$ cat src/rtl/fwft_fifo_ctrl.sv
// ---------------------------------------------------------------------------
// fwft_fifo_ctrl
//
// Controller for a first-word-fall-through FIFO built around an external
// dual-port RAM with a registered read port (1-cycle latency, output holds
// while not read). The controller owns the write/read pointers, the count
// of words still in RAM and the "word presented" valid bit. It prefetches
// the next word so the head of the FIFO is always visible on rd_data_o
// while empty_o is low.
//
// Capacity is DEPTH+1 words: DEPTH in the RAM array plus the one word held
// in the RAM read register.
//
// Optional build macro:
//   FWFT_FIFO_ERR_EN  - when defined, ovf_o / udf_o are sticky error flags
//                       (write-when-full / read-when-empty) cleared only by
//                       rst_i. When undefined both outputs are tied to 0.
//
// Ports:
//   clk_i, rst_i         clock (rising edge), async active-high reset
//   wr_req_i, wr_data_i  write request and data
//   rd_req_i             pop request; acknowledges the word on rd_data_o
//   rd_data_o            head word (valid while empty_o = 0)
//   empty_o, full_o      status flags (full_o refers to the RAM array)
//   usedw_o              total words held, 0..DEPTH+1
//   ovf_o, udf_o         sticky error flags (see macro above)
//   ram_wr_*             RAM write port: address, data, enable
//   ram_rd_addr_o/_o     RAM read address and enable
//   ram_rd_data_i        RAM registered read data
// ---------------------------------------------------------------------------
module fwft_fifo_ctrl #(
   parameter int DATA_WIDTH = 8,
   parameter int ADDR_WIDTH = 5
) (
   input  logic                  clk_i,
   input  logic                  rst_i,
   input  logic                  wr_req_i,
   input  logic [DATA_WIDTH-1:0] wr_data_i,
   input  logic                  rd_req_i,
   output logic [DATA_WIDTH-1:0] rd_data_o,
   output logic                  empty_o,
   output logic                  full_o,
   output logic [ADDR_WIDTH:0]   usedw_o,
   output logic                  ovf_o,
   output logic                  udf_o,
   output logic [ADDR_WIDTH-1:0] ram_wr_addr_o,
   output logic [DATA_WIDTH-1:0] ram_wr_data_o,
   output logic                  ram_wr_o,
   output logic [ADDR_WIDTH-1:0] ram_rd_addr_o,
   output logic                  ram_rd_o,
   input  logic [DATA_WIDTH-1:0] ram_rd_data_i
);

   // DEPTH expressed in the count width (1 followed by ADDR_WIDTH zeros).
   localparam logic [ADDR_WIDTH:0] DEPTH_CNT = {1'b1, {ADDR_WIDTH{1'b0}}};

   logic [ADDR_WIDTH-1:0] wr_ptr_reg;
   logic [ADDR_WIDTH-1:0] rd_ptr_reg;
   logic [ADDR_WIDTH:0]   mem_cnt_reg;
   logic [ADDR_WIDTH:0]   mem_cnt_next;
   logic                  out_valid_reg;
   logic                  out_valid_next;

   logic full;
   logic wr_acc;
   logic pop;
   logic prefetch;

   assign full   = (mem_cnt_reg == DEPTH_CNT);
   assign wr_acc = wr_req_i & ~full;
   assign pop    = rd_req_i & out_valid_reg;

   // Fetch ahead whenever the RAM has a word and the presentation slot is
   // free now or is being freed by this cycle's pop. The RAM slot is released
   // at once because the word moves into the RAM read register.
   assign prefetch = (mem_cnt_reg != '0) & (~out_valid_reg | pop);

   always_comb begin
      mem_cnt_next = mem_cnt_reg;
      case ({wr_acc, prefetch})
         2'b10:   mem_cnt_next = mem_cnt_reg + 1'b1;
         2'b01:   mem_cnt_next = mem_cnt_reg - 1'b1;
         default: mem_cnt_next = mem_cnt_reg;
      endcase
   end

   always_comb begin
      out_valid_next = out_valid_reg;
      if (prefetch) begin
         out_valid_next = 1'b1;
      end else if (pop) begin
         out_valid_next = 1'b0;
      end
   end

   always_ff @(posedge clk_i or posedge rst_i) begin
      if (rst_i) begin
         wr_ptr_reg    <= '0;
         rd_ptr_reg    <= '0;
         mem_cnt_reg   <= '0;
         out_valid_reg <= 1'b0;
      end else begin
         if (wr_acc) begin
            wr_ptr_reg <= wr_ptr_reg + 1'b1;
         end
         if (prefetch) begin
            rd_ptr_reg <= rd_ptr_reg + 1'b1;
         end
         mem_cnt_reg   <= mem_cnt_next;
         out_valid_reg <= out_valid_next;
      end
   end

   // RAM interface
   assign ram_wr_addr_o = wr_ptr_reg;
   assign ram_wr_data_o = wr_data_i;
   assign ram_wr_o      = wr_acc;
   assign ram_rd_addr_o = rd_ptr_reg;
   assign ram_rd_o      = prefetch;

   // Status
   assign rd_data_o = ram_rd_data_i;
   assign empty_o   = ~out_valid_reg;
   assign full_o    = full;
   assign usedw_o   = mem_cnt_reg + {{ADDR_WIDTH{1'b0}}, out_valid_reg};

`ifdef FWFT_FIFO_ERR_EN
   logic ovf_reg;
   logic udf_reg;

   always_ff @(posedge clk_i or posedge rst_i) begin
      if (rst_i) begin
         ovf_reg <= 1'b0;
         udf_reg <= 1'b0;
      end else begin
         if (wr_req_i && full) begin
            ovf_reg <= 1'b1;
         end
         if (rd_req_i && !out_valid_reg) begin
            udf_reg <= 1'b1;
         end
      end
   end

   assign ovf_o = ovf_reg;
   assign udf_o = udf_reg;
`else
   assign ovf_o = 1'b0;
   assign udf_o = 1'b0;
`endif

endmodule
$ cat config.mk
export PLATFORM = sky130hd
export DESIGN_NAME = fwft_fifo_ctrl
export DESIGN_NICKNAME = d
export VERILOG_FILES = /design/src/rtl/fwft_fifo_ctrl.sv
export SDC_FILE = /design/constraint.sdc
export NUM_CORES = 1
export LEC_CHECK = 0
export ABC_AREA = 0
export ABC_CLOCK_PERIOD_IN_PS = 3400
export BUFFER_PORTS_ARGS = -buffer_cell sky130_fd_sc_hd__buf_4
export CORE_MARGIN = 4
export CORE_UTILIZATION = 47
export CTS_BUF_LIST = sky130_fd_sc_hd__clkbuf_4
export DETAILED_ROUTE_END_ITERATION = 6
export GPL_TIMING_DRIVEN = 0
export HOLD_SLACK_MARGIN = 0.12
export PLACE_DENSITY_LB_ADDON = 0.12
export SYNTH_ARGS = -nofsm -noshare
export SYNTH_HDL_FRONTEND = slang
export SYNTH_SLANG_ARGS = --single-unit
$ cat constraint.sdc
create_clock -name clk_i -period 3.4 [get_ports clk_i]
set_clock_uncertainty 0.1 [all_clocks]
set_input_delay 0.34 -clock clk_i [delete_from_list [all_inputs] [get_ports clk_i]]
set_output_delay 0.34 -clock clk_i [all_outputs]
set_load 0.05 [all_outputs]
==> results by group, run 1 <==
Status
  • Status: finished, final reports clean

STA
  • Worst Max-Slew Pin Slew: 0.648 ns
  • Worst slew margin: 0.567
  • TNS Setup: 0 ns
  • Final Hold Fails: 0
  • Setup repair after global routing missed its margin: no
  • Fin crit share: 0.931
  • Fin crit period: 3.17 ns
  • Final hold slack: 0.244 ns
  • Fmax: 0.316 GHz
  • Setup ws final: 0.234 ns
  • Max-slew violations: 0
  • Final Setup Violations: 0

Critical path
  • R2r setup slk: 0.23 ns
  • Critical path type: reg -> reg
  • Worst path cell trace: or4_4 > o31a_4 > ha_1 > ha_1 > o211ai_1 > or3b_2 > nand4_1 > a221oi_1
  • Worst setup EP type: flop
  • Slowest stage cell, crit path: or4_4
  • CP arrival: 3.22 ns
  • Worst EP required: 3.45 ns
  • Most common cell on crit path: ha_1
  • Worst Path Max Fanout: 8
  • Crit-path max cell delay: 0.61 ns
  • Worst setup SP type: flop
  • Worst Reg2Reg Path Length in Cells: 8

Layout
  • Most frequent cells in the layout: buf_4 (57), dfrtp_1 (17), ha_1 (9), inv_1 (8), xor2_1 (8)
  • # fillers: 190
  • Nets: 193
  • N_diodes: 0
  • Proportion of layout cells with a drive suffix above 1: 0.426
  • Max reg flops: 6
  • Post-Layout Cell Count: 190
  • Leading cell type in the layout, fill and taps excluded: buf_4
  • Multi-input gate area: 602 um2
  • Reg area: 425 um2
  • Area grow syn2layout: 31.5%

Drt
  • Vias/cell: 5.08
  • DRT Pass-1 Iters: 4
  • Vias: 966
  • DR WL/cell: 13.3 um
  • Final WL: 2.54 mm
  • Residual DRC: 0
  • ANT nets after route: 0
  • Number of DRC markers in iteration 0: 15

Logic synthesis
  • FF+latch count, synth: 17
  • Synth unique cells: 35
  • Total number of yosys warnings: 0
  • Post-Syn Area per Cell: 10.1 um2
  • Part of the Yosys area used for sequential elements: 0.358
  • Synth Cell Area: 1190 um2
  • Synth Instances: 117

GRT
  • Vias in the first global route: 921
  • Largest net degree at the start of global routing: 18
  • Initial antenna violation count: 0
  • GRT Resource Usage Total: 0.146
  • Grt ovf: 0
  • First-pass GRT wire length: 3.93 mm

Floorplan
  • Die area: 3390 um2
  • Core area: 2300 um2
  • Die width: 58.3 um
  • Row cnt: 17
  • # IOs: 58
  • Initial Util: 0.517
  • DIE HEIGHT: 58.3 um

Min path
  • Worst hold path type: in -> reg
  • Worst Hold Depth: 3

Clock tree
  • Clk sinks: 17
  • CTS tree: yes
  • Clk Latency, worst-skew pair: 0.29 ns
  • CTS Buf Count: 3
  • Post-CTS Setup Inserts: 0
  • Clock tree root buffer cell: clkbuf_4
  • CTS max path bufs: 2
  • CTS clk-pin slew, worst paths: 0.10 ns
  • # H-tree levels: 1

Place
  • HPWL after DPL: 2.01 mm
  • Buffers on Ports: 39
  • Routability cong.: 0.793
  • Cell total after placement: 185
  • Post-Place Worst Slack: 0.234 ns

Power and ir drop
  • Comb pwr share: 0.684
  • Sw frac: 0.562
  • Clk pwr share: 0.062
  • Pint: 0.768 mW
  • Sw Pwr: 0.986 mW
  • Static leakage: 0.794 nW
  • VDD IR max: 0.00110 V
  • Reg power frac: 0.254
  • Power Total: 1.75 mW
  • PwrDens: 1120 nW/um2

Job
  • Number of max-cap violations: 0
[worst max-delay path, delay by kind of cell (launching register included)]
family	cells	cell delay [ns]
adders and majority gates	2	0.68
and+or+nand+nor	3	1.20
AOI/OAI and AO/OA	3	0.55
DFF	1	0.48
[power groups by stage]
stage,Combinational [mW],Sequential [mW],Clock (mW)
after floorplan,0.694,0.634,0
after global placement,1.17,0.439,0
after detailed placement,1.19,0.448,0
after CTS,1.20,0.443,0.113
after global routing,1.27,0.464,0.121
final,1.20,0.445,0.109
[cells in the mapped netlist (all sizes together)]
master	count	area (um2)
dfrtp	17	425
xnor2	7	61.3
or4	1	11.3
o21bai	1	7.51
xor2	8	70.1
a221oi	1	8.76
mux2	2	26.3
a211oi	1	7.51
a21oi	2	10.0
o2111ai	2	17.5
nand2b	1	6.26
o211ai	1	7.51
conb	1	3.75
nand4	3	18.8
fa	1	20.0
o31ai	2	28.8
nor3	3	15.0
inv	8	30.0
nand2	7	26.3
nor2	3	11.3
or3b	1	8.76
o21ai	3	15.0
a21boi	1	7.51
clkbuf	1	3.75
nor3b	2	15.0
a21o	1	8.76
buf	18	135
o31a	1	17.5
nor2b	3	18.8
ha	9	113
mux2i	1	10.0
nand3	3	15.0
and3	1	6.26
[metal layers]
layer	global-route usage	wire, um
met4	0.0397	0
met2	0.252	1230
met1	0.177	1020
met3	0.0401	280
met5	0	0
[worst paths after layout]
| kind | start | to |
|---|---|---|
| max | mem_cnt_reg[0]$_DFFE_PP0P_ | mem_cnt_reg[5]$_DFFE_PP0P_ |
| min | rd_req_i | out_valid_reg$_DFFE_PP0P_ |
| max reg2reg | mem_cnt_reg[0]$_DFFE_PP0P_ | mem_cnt_reg[5]$_DFFE_PP0P_ |
| min reg2reg | ram_wr_addr_o[4]$_DFFE_PP0P_ | ram_wr_addr_o[4]$_DFFE_PP0P_ |
| max in group asynchronous | rst_i | mem_cnt_reg[1]$_DFFE_PP0P_ |
| min in group asynchronous | rst_i | ram_wr_addr_o[3]$_DFFE_PP0P_ |
[logic make-up after synthesis]
kind of cell / synth area share
AO/OA/AOI/OAI: 0.115
XOR/XNOR: 0.111
adder cells (fa/ha/maj): 0.112
buffers and inverters: 0.142
flip-flops: 0.358
multiplexers: 0.0306
other: 0.00316
AND/OR/NAND/NOR: 0.129
[through the flow]
| step | util | area [um2] |
|---|---|---|
| after floorplan | - | 1190 |
| after global placement | 0.661 | 1520 |
| after detailed placement | 0.661 | 1520 |
| after CTS | 0.678 | 1560 |
| after global routing | 0.680 | 1560 |
| final | 0.680 | 1560 |
[what timing repair did]
item | in CTS | in global routing
resized for setup | 0 | 1
hold endpoints to repair | 17 | 0
setup endpoints to repair | 0 | 1
hold buffers | 1 | 0
[final cells by class]
| class | count | share of cell area |
|---|---|---|
| Buffer | 19 | 0.0889 |
| Clock buffer | 3 | 0.0144 |
| Clock inverter | 1 | 0.00321 |
| Inverter | 8 | 0.0192 |
| Multi-Input combinational cell | 74 | 0.385 |
| Sequential cell | 17 | 0.272 |
| Tap cell | 28 | 0.0224 |
| Timing Repair Buffer | 40 | 0.194 |
Power figures use the tool's default switching activity.
==> inputs of run 2 (changes only) <==
--- a/config.mk
+++ b/config.mk
@@ -8,8 +8,10 @@
 export ABC_AREA = 0
 export ABC_CLOCK_PERIOD_IN_PS = 3400
 export BUFFER_PORTS_ARGS = -buffer_cell sky130_fd_sc_hd__buf_4
+export CELL_PAD_IN_SITES_DETAIL_PLACEMENT = 0
+export CELL_PAD_IN_SITES_GLOBAL_PLACEMENT = 1
 export CORE_MARGIN = 4
-export CORE_UTILIZATION = 47
+export CORE_UTILIZATION = 34
 export CTS_BUF_LIST = sky130_fd_sc_hd__clkbuf_4
 export DETAILED_ROUTE_END_ITERATION = 6
 export GPL_TIMING_DRIVEN = 0
@@ -18,3 +20,4 @@
 export SYNTH_ARGS = -nofsm -noshare
 export SYNTH_HDL_FRONTEND = slang
 export SYNTH_SLANG_ARGS = --single-unit
+export TNS_END_PERCENT = 30
==> run 2 against run 1 <==
Total power is 0.43% lower. Combinational power hardly changed. Global-route usage is 2.2 points lower. Highest routed layer is now met4.
==> results by group, run 2 (synthesis gave the netlist of run 1 again) <==
Status
  • Status: finished, final reports clean

Power and ir drop
  • Comb pwr share: 0.682
  • Static leakage: 0.793 nW
  • PwrDens: 1110 nW/um2
  • Clk pwr share: 0.062
  • VDD IR max: 0.000289 V
  • Pint: 0.765 mW
  • Sw Pwr: 0.981 mW
  • Reg power frac: 0.256
  • Sw frac: 0.562

Min path
  • Worst hold path type: in -> reg
  • Worst Hold Path EP: ram_wr_addr_o[0]$_DFFE_PP0P_
  • Min-delay src: wr_req_i
  • Worst Hold Depth: 3

Floorplan
  • DIE HEIGHT: 67.1 um
  • Die width: 67.1 um
  • Initial Util: 0.353
  • # IOs: 58
  • Row cnt: 21
  • Core area: 3360 um2
  • Die area: 4500 um2

GRT
  • Grt ovf: 0
  • Vias in the first global route: 945
  • Initial antenna violation count: 0
  • GRT Resource Usage Total: 0.124
  • First-pass GRT wire length: 4.28 mm
  • Largest net degree at the start of global routing: 18

Critical path
  • Worst setup EP type: flop
  • Worst EP required: 3.50 ns
  • Critical path type: reg -> reg
  • Worst Reg2Reg Path Length in Cells: 8
  • CP arrival: 3.35 ns
  • Worst setup startpoint: mem_cnt_reg[0]$_DFFE_PP0P_
  • R2r setup slk: 0.15 ns
  • FF-to-FF Start: mem_cnt_reg[0]$_DFFE_PP0P_
  • FF-to-FF End: mem_cnt_reg[5]$_DFFE_PP0P_
  • Worst Path Max Fanout: 8
  • Worst setup SP type: flop

STA
  • Worst Max-Slew Pin Slew: 0.669 ns
  • Max-slew violations: 0
  • Setup ws final: 0.152 ns
  • TNS Setup: 0 ns
  • Final Setup Violations: 0
  • Fmax: 0.308 GHz
  • Fin crit period: 3.25 ns
  • Fin crit share: 0.955
  • Final Hold Fails: 0
  • Worst slew margin: 0.553
  • Final hold slack: 0.256 ns
  • Setup repair after global routing missed its margin: no

Clock tree
  • Clk sinks: 17
  • Clk Latency, worst-skew pair: 0.29 ns
  • CTS max path bufs: 2
  • # H-tree levels: 1
  • Clock tree root buffer cell: clkbuf_4
  • CTS Buf Count: 3
  • CTS clk-pin slew, worst paths: 0.11 ns
  • CTS tree: yes
  • Post_cts resized: 0

Layout
  • Most frequent cells in the layout: buf_4 (57), dfrtp_1 (17), ha_1 (9), inv_1 (8), xor2_1 (8)
  • Nets: 193
  • Max reg flops: 6
  • N_diodes: 0
  • Area grow syn2layout: 33.0%
  • Leading cell type in the layout, fill and taps excluded: buf_4
  • Post-layout util: 0.469
  • # fillers: 346
  • Post-Layout Cell Count: 208
  • Proportion of layout cells with a drive suffix above 1: 0.420

Place
  • Post-Place Worst Slack: 0.179 ns
  • HPWL after DPL: 2.17 mm
  • Buffers on Ports: 39
  • Routability cong.: 0.692
  • Cell total after placement: 203

Drt
  • Vias/cell: 4.64
  • Number of DRC markers in iteration 0: 25
  • Final WL: 2.66 mm
  • DR WL/cell: 12.8 um
  • DRT Pass-1 Iters: 4
  • ANT nets after route: 0
  • Vias: 965
  • Residual DRC: 0

Job
  • Number of max-cap violations: 0
-- run 2: changes by cell type in the layout (fill, tap and decap cells not counted) --
cell      change
a211oi_2      -1
a211oi_1      +1
-- run 2: cell type report --
type                       instances  area [um2]  share of cell area
buffer                            19         139              0.0880
sequential                        17         425               0.269
multi-input combinational         74         597               0.378
clock buffer                       3        22.5              0.0143
timing repair buffer              40         303               0.192
tap                               46        57.6              0.0365
clock inverter                     1        5.00             0.00317
inverter                           8        30.0              0.0190
-- run 2: worst max path at each step --
stage,endpoint,slack [ns],cells after the start
final,mem_cnt_reg[5]$_DFFE_PP0P_,0.15,8
after floorplan,mem_cnt_reg[5]$_DFFE_PP0P_,0.40,8
after detailed placement,mem_cnt_reg[5]$_DFFE_PP0P_,0.18,8
after global placement,mem_cnt_reg[5]$_DFFE_PP0P_,0.23,8
after CTS,mem_cnt_reg[5]$_DFFE_PP0P_,0.16,8
after global routing,mem_cnt_reg[5]$_DFFE_PP0P_,0.006,8
-- run 2: worst max-delay path: stages (launching register included) --
cell,delay [ns]
dfrtp_1,0.46
or4_4,0.60
o31ai_4,0.33
ha_1,0.39
ha_1,0.30
a211oi_1,0.47
or3b_2,0.21
nand4_1,0.09
a221oi_1,0.21
-- run 2: per-stage QoR --
| stage | power (mW) | area [um2] |
|---|---|---|
| 2_1_floorplan | 1.33 | 1190 |
| 3_3_place_gp | 1.62 | 1540 |
| 3_5_place_dp | 1.65 | 1540 |
| 4_1_cts | 1.77 | 1580 |
| 5_1_grt | 1.87 | 1580 |
| 6_report | 1.75 | 1580 |
-- run 2: repair_timing --
action	in CTS	in global routing
buffers inserted	0	0
hold buffers	1	0
hold endpoints to repair	17	0
-- run 2: power groups by stage --
stage	Clock (mW)	Combinational, mW	Sequential (mW)
after floorplan	0	0.694	0.634
after global placement	0	1.18	0.445
after detailed placement	0	1.20	0.453
after CTS	0.114	1.20	0.450
after global routing	0.123	1.27	0.469
final	0.109	1.19	0.447
-- run 2: per-layer routing --
layer  vias to the layer above  routed length [um]  track usage
met2                        35                1390        0.218
met1                       452                1070        0.149
li1                        476                   -            -
met5                         -                   0            0
met4                         0                  32       0.0608
met3                         2                 168       0.0118
==> inputs of run 3 (changes only) <==
--- a/config.mk
+++ b/config.mk
@@ -6,16 +6,17 @@
 export NUM_CORES = 1
 export LEC_CHECK = 0
 export ABC_AREA = 0
-export ABC_CLOCK_PERIOD_IN_PS = 3400
+export ABC_CLOCK_PERIOD_IN_PS = 3300
 export BUFFER_PORTS_ARGS = -buffer_cell sky130_fd_sc_hd__buf_4
 export CELL_PAD_IN_SITES_DETAIL_PLACEMENT = 0
 export CELL_PAD_IN_SITES_GLOBAL_PLACEMENT = 1
 export CORE_MARGIN = 4
 export CORE_UTILIZATION = 34
 export CTS_BUF_LIST = sky130_fd_sc_hd__clkbuf_4
+export CTS_CLUSTER_DIAMETER = 60
 export DETAILED_ROUTE_END_ITERATION = 6
 export GPL_TIMING_DRIVEN = 0
-export HOLD_SLACK_MARGIN = 0.12
+export HOLD_SLACK_MARGIN = 0.15
 export PLACE_DENSITY_LB_ADDON = 0.12
 export SYNTH_ARGS = -nofsm -noshare
 export SYNTH_HDL_FRONTEND = slang
==> constraint.sdc (replaced) <==
create_clock -name clk_i -period 3.3 [get_ports clk_i]
set_clock_uncertainty 0.1 [all_clocks]
set_input_delay 0.33 -clock clk_i [delete_from_list [all_inputs] [get_ports clk_i]]
set_output_delay 0.33 -clock clk_i [all_outputs]
set_load 0.05 [all_outputs]
==> run 3 against run 2 <==
Die area unchanged. First-iteration DRC count decreased by 16%. Non-clock buffer count unchanged.
==> results by group, run 3 (synthesis gave the netlist of run 1 again) <==
Status
  • Status: finished, final reports clean

Layout
  • Max reg flops: 6
  • Proportion of layout cells with a drive suffix above 1: 0.432
  • Post-Layout Cell Count: 208
  • N_diodes: 0
  • Area grow syn2layout: 33.6%
  • Nets: 193
  • Leading cell type in the layout, fill and taps excluded: buf_4
  • Post-layout util: 0.472
  • Most frequent cells in the layout: buf_4 (57), dfrtp_1 (17), inv_1 (8), xor2_1 (8), ha_1 (8)
  • # fillers: 343

STA
  • TNS Setup: 0 ns
  • Final Hold Fails: 0
  • Setup repair after global routing missed its margin: no
  • Fin crit period: 3.08 ns
  • Worst slew margin: 0.554
  • Fmax: 0.325 GHz
  • Final Setup Violations: 0
  • Fin crit share: 0.933
  • Max-slew violations: 0
  • Worst Max-Slew Pin Slew: 0.669 ns

Clock tree
  • Clk Latency, worst-skew pair: 0.29 ns
  • CTS clk-pin slew, worst paths: 0.11 ns
  • CTS tree: yes
  • CTS Buf Count: 3
  • Clock tree root buffer cell: clkbuf_4
  • CTS max path bufs: 2
  • Clk sinks: 17
  • # H-tree levels: 1

Drt
  • Residual DRC: 0
  • Vias/cell: 4.64
  • ANT nets after route: 0
  • DR WL/cell: 12.8 um
  • DRT Pass-1 Iters: 4
  • Final WL: 2.67 mm
  • Number of DRC markers in iteration 0: 21
  • Vias: 966

Power and ir drop
  • VDD IR max: 0.000298 V
  • PwrDens: 1140 nW/um2
  • Static leakage: 0.793 nW

Critical path
  • Critical path type: reg -> reg
  • Worst path cell trace: or4_4 > o31ai_4 > ha_2 > inv_1 > fa_1 > nor2b_1 > o21ai_0 > nor3b_1 > o31ai_1
  • Worst setup EP type: flop
  • Crit-path max cell delay: 0.61 ns
  • Slowest stage cell, crit path: or4_4
  • Worst setup SP type: flop
  • Worst Path Max Fanout: 8
  • Worst EP required: 3.38 ns
  • CP arrival: 3.16 ns
  • CP bufs+invs: 1
  • Top Family by Delay on Critical Path: simple AND/OR/NAND/NOR gates

GRT
  • Vias in the first global route: 945
  • Initial antenna violation count: 0
  • Grt ovf: 0
  • Largest net degree at the start of global routing: 18
  • First-pass GRT wire length: 4.28 mm
  • GRT Resource Usage Total: 0.124

Place
  • Buffers on Ports: 39
  • Cell total after placement: 203
  • HPWL after DPL: 2.17 mm
  • Routability cong.: 0.692

Job
  • Number of max-cap violations: 0

Min path
  • Worst hold path type: in -> reg

Floorplan
  • # IOs: 58
  • Core area: 3360 um2
  • Die width: 67.1 um
  • Row cnt: 21
  • Initial Util: 0.353
  • Die area: 4500 um2
  • DIE HEIGHT: 67.1 um
==> run 3: changes by cell type in the layout (fill, tap and decap cells not counted) <==
cell,change
ha_1,-1
a211oi_1,-1
ha_2,+1
a211oi_2,+1
==> run 3: path summary, 6_finish.rpt <==
path | start | endpoint | slack, ns | cells after the start
max in group asynchronous | rst_i | out_valid_reg$_DFFE_PP0P_ | 2.08 | 3
worst min register to register | ram_rd_addr_o[4]$_DFFE_PP0P_ | ram_rd_addr_o[4]$_DFFE_PP0P_ | 0.38 | 1
worst max-delay path | mem_cnt_reg[0]$_DFFE_PP0P_ | mem_cnt_reg[4]$_DFFE_PP0P_ | 0.22 | 9
worst max register to register | mem_cnt_reg[0]$_DFFE_PP0P_ | mem_cnt_reg[4]$_DFFE_PP0P_ | 0.22 | 9
worst min-delay path | wr_req_i | ram_wr_addr_o[0]$_DFFE_PP0P_ | 0.24 | 3
min in group asynchronous | rst_i | ram_wr_addr_o[2]$_DFFE_PP0P_ | 0.58 | 3
==> run 3: metal layers <==
layer | wire length (um) | GRT usage
met1 | 1070 | 0.149
met4 | 32 | 0.0608
met3 | 145 | 0.0118
met5 | 0 | 0
met2 | 1420 | 0.218
==> run 3: cell type report <==
class / instances / area, um2 / area share
Tap cell: 46 / 57.6 / 0.0363
Clock inverter: 1 / 5.00 / 0.00315
Timing Repair Buffer: 40 / 303 / 0.191
Clock buffer: 3 / 22.5 / 0.0142
Multi-Input combinational cell: 74 / 604 / 0.381
Buffer: 19 / 139 / 0.0875
Sequential cell: 17 / 425 / 0.268
Inverter: 8 / 30.0 / 0.0189
==> run 3: what timing repair did <==
action | 4_1_cts | 5_1_grt
setup endpoints to repair | 0 | 2
hold buffers | 1 | 0
buffers inserted | 0 | 0
endpoints found under the hold margin | 17 | 0
gates resized for setup | 0 | 2
==> run 3: tightest hold or removal path: cells and delay by family <==
kind                      cells  cell delay, ns
buffers and inverters         1            0.12
AOI/OAI and AO/OA             1            0.09
xor gates and xnor gates      1            0.07
==> run 3: power by group <==
part           switching, mW  internal [mW]
logic                  0.799          0.435
clock network         0.0674         0.0450
registers              0.149          0.313
total                   1.01          0.794
==> run 3: metrics by stage <==
| stage | cell area (um2) | setup WS [ns] | hold slack (ns) | power (mW) |
|---|---|---|---|---|
| after floorplan | 1190 | 0.297 | 0.156 | 1.37 |
| after global placement | 1540 | 0.131 | 0.358 | 1.67 |
| after detailed placement | 1540 | 0.0791 | 0.364 | 1.70 |
| after CTS | 1580 | 0.0565 | 0.235 | 1.82 |
| after global routing | 1590 | 0.0227 | 0.237 | 1.93 |
| final | 1590 | 0.221 | 0.243 | 1.81 |
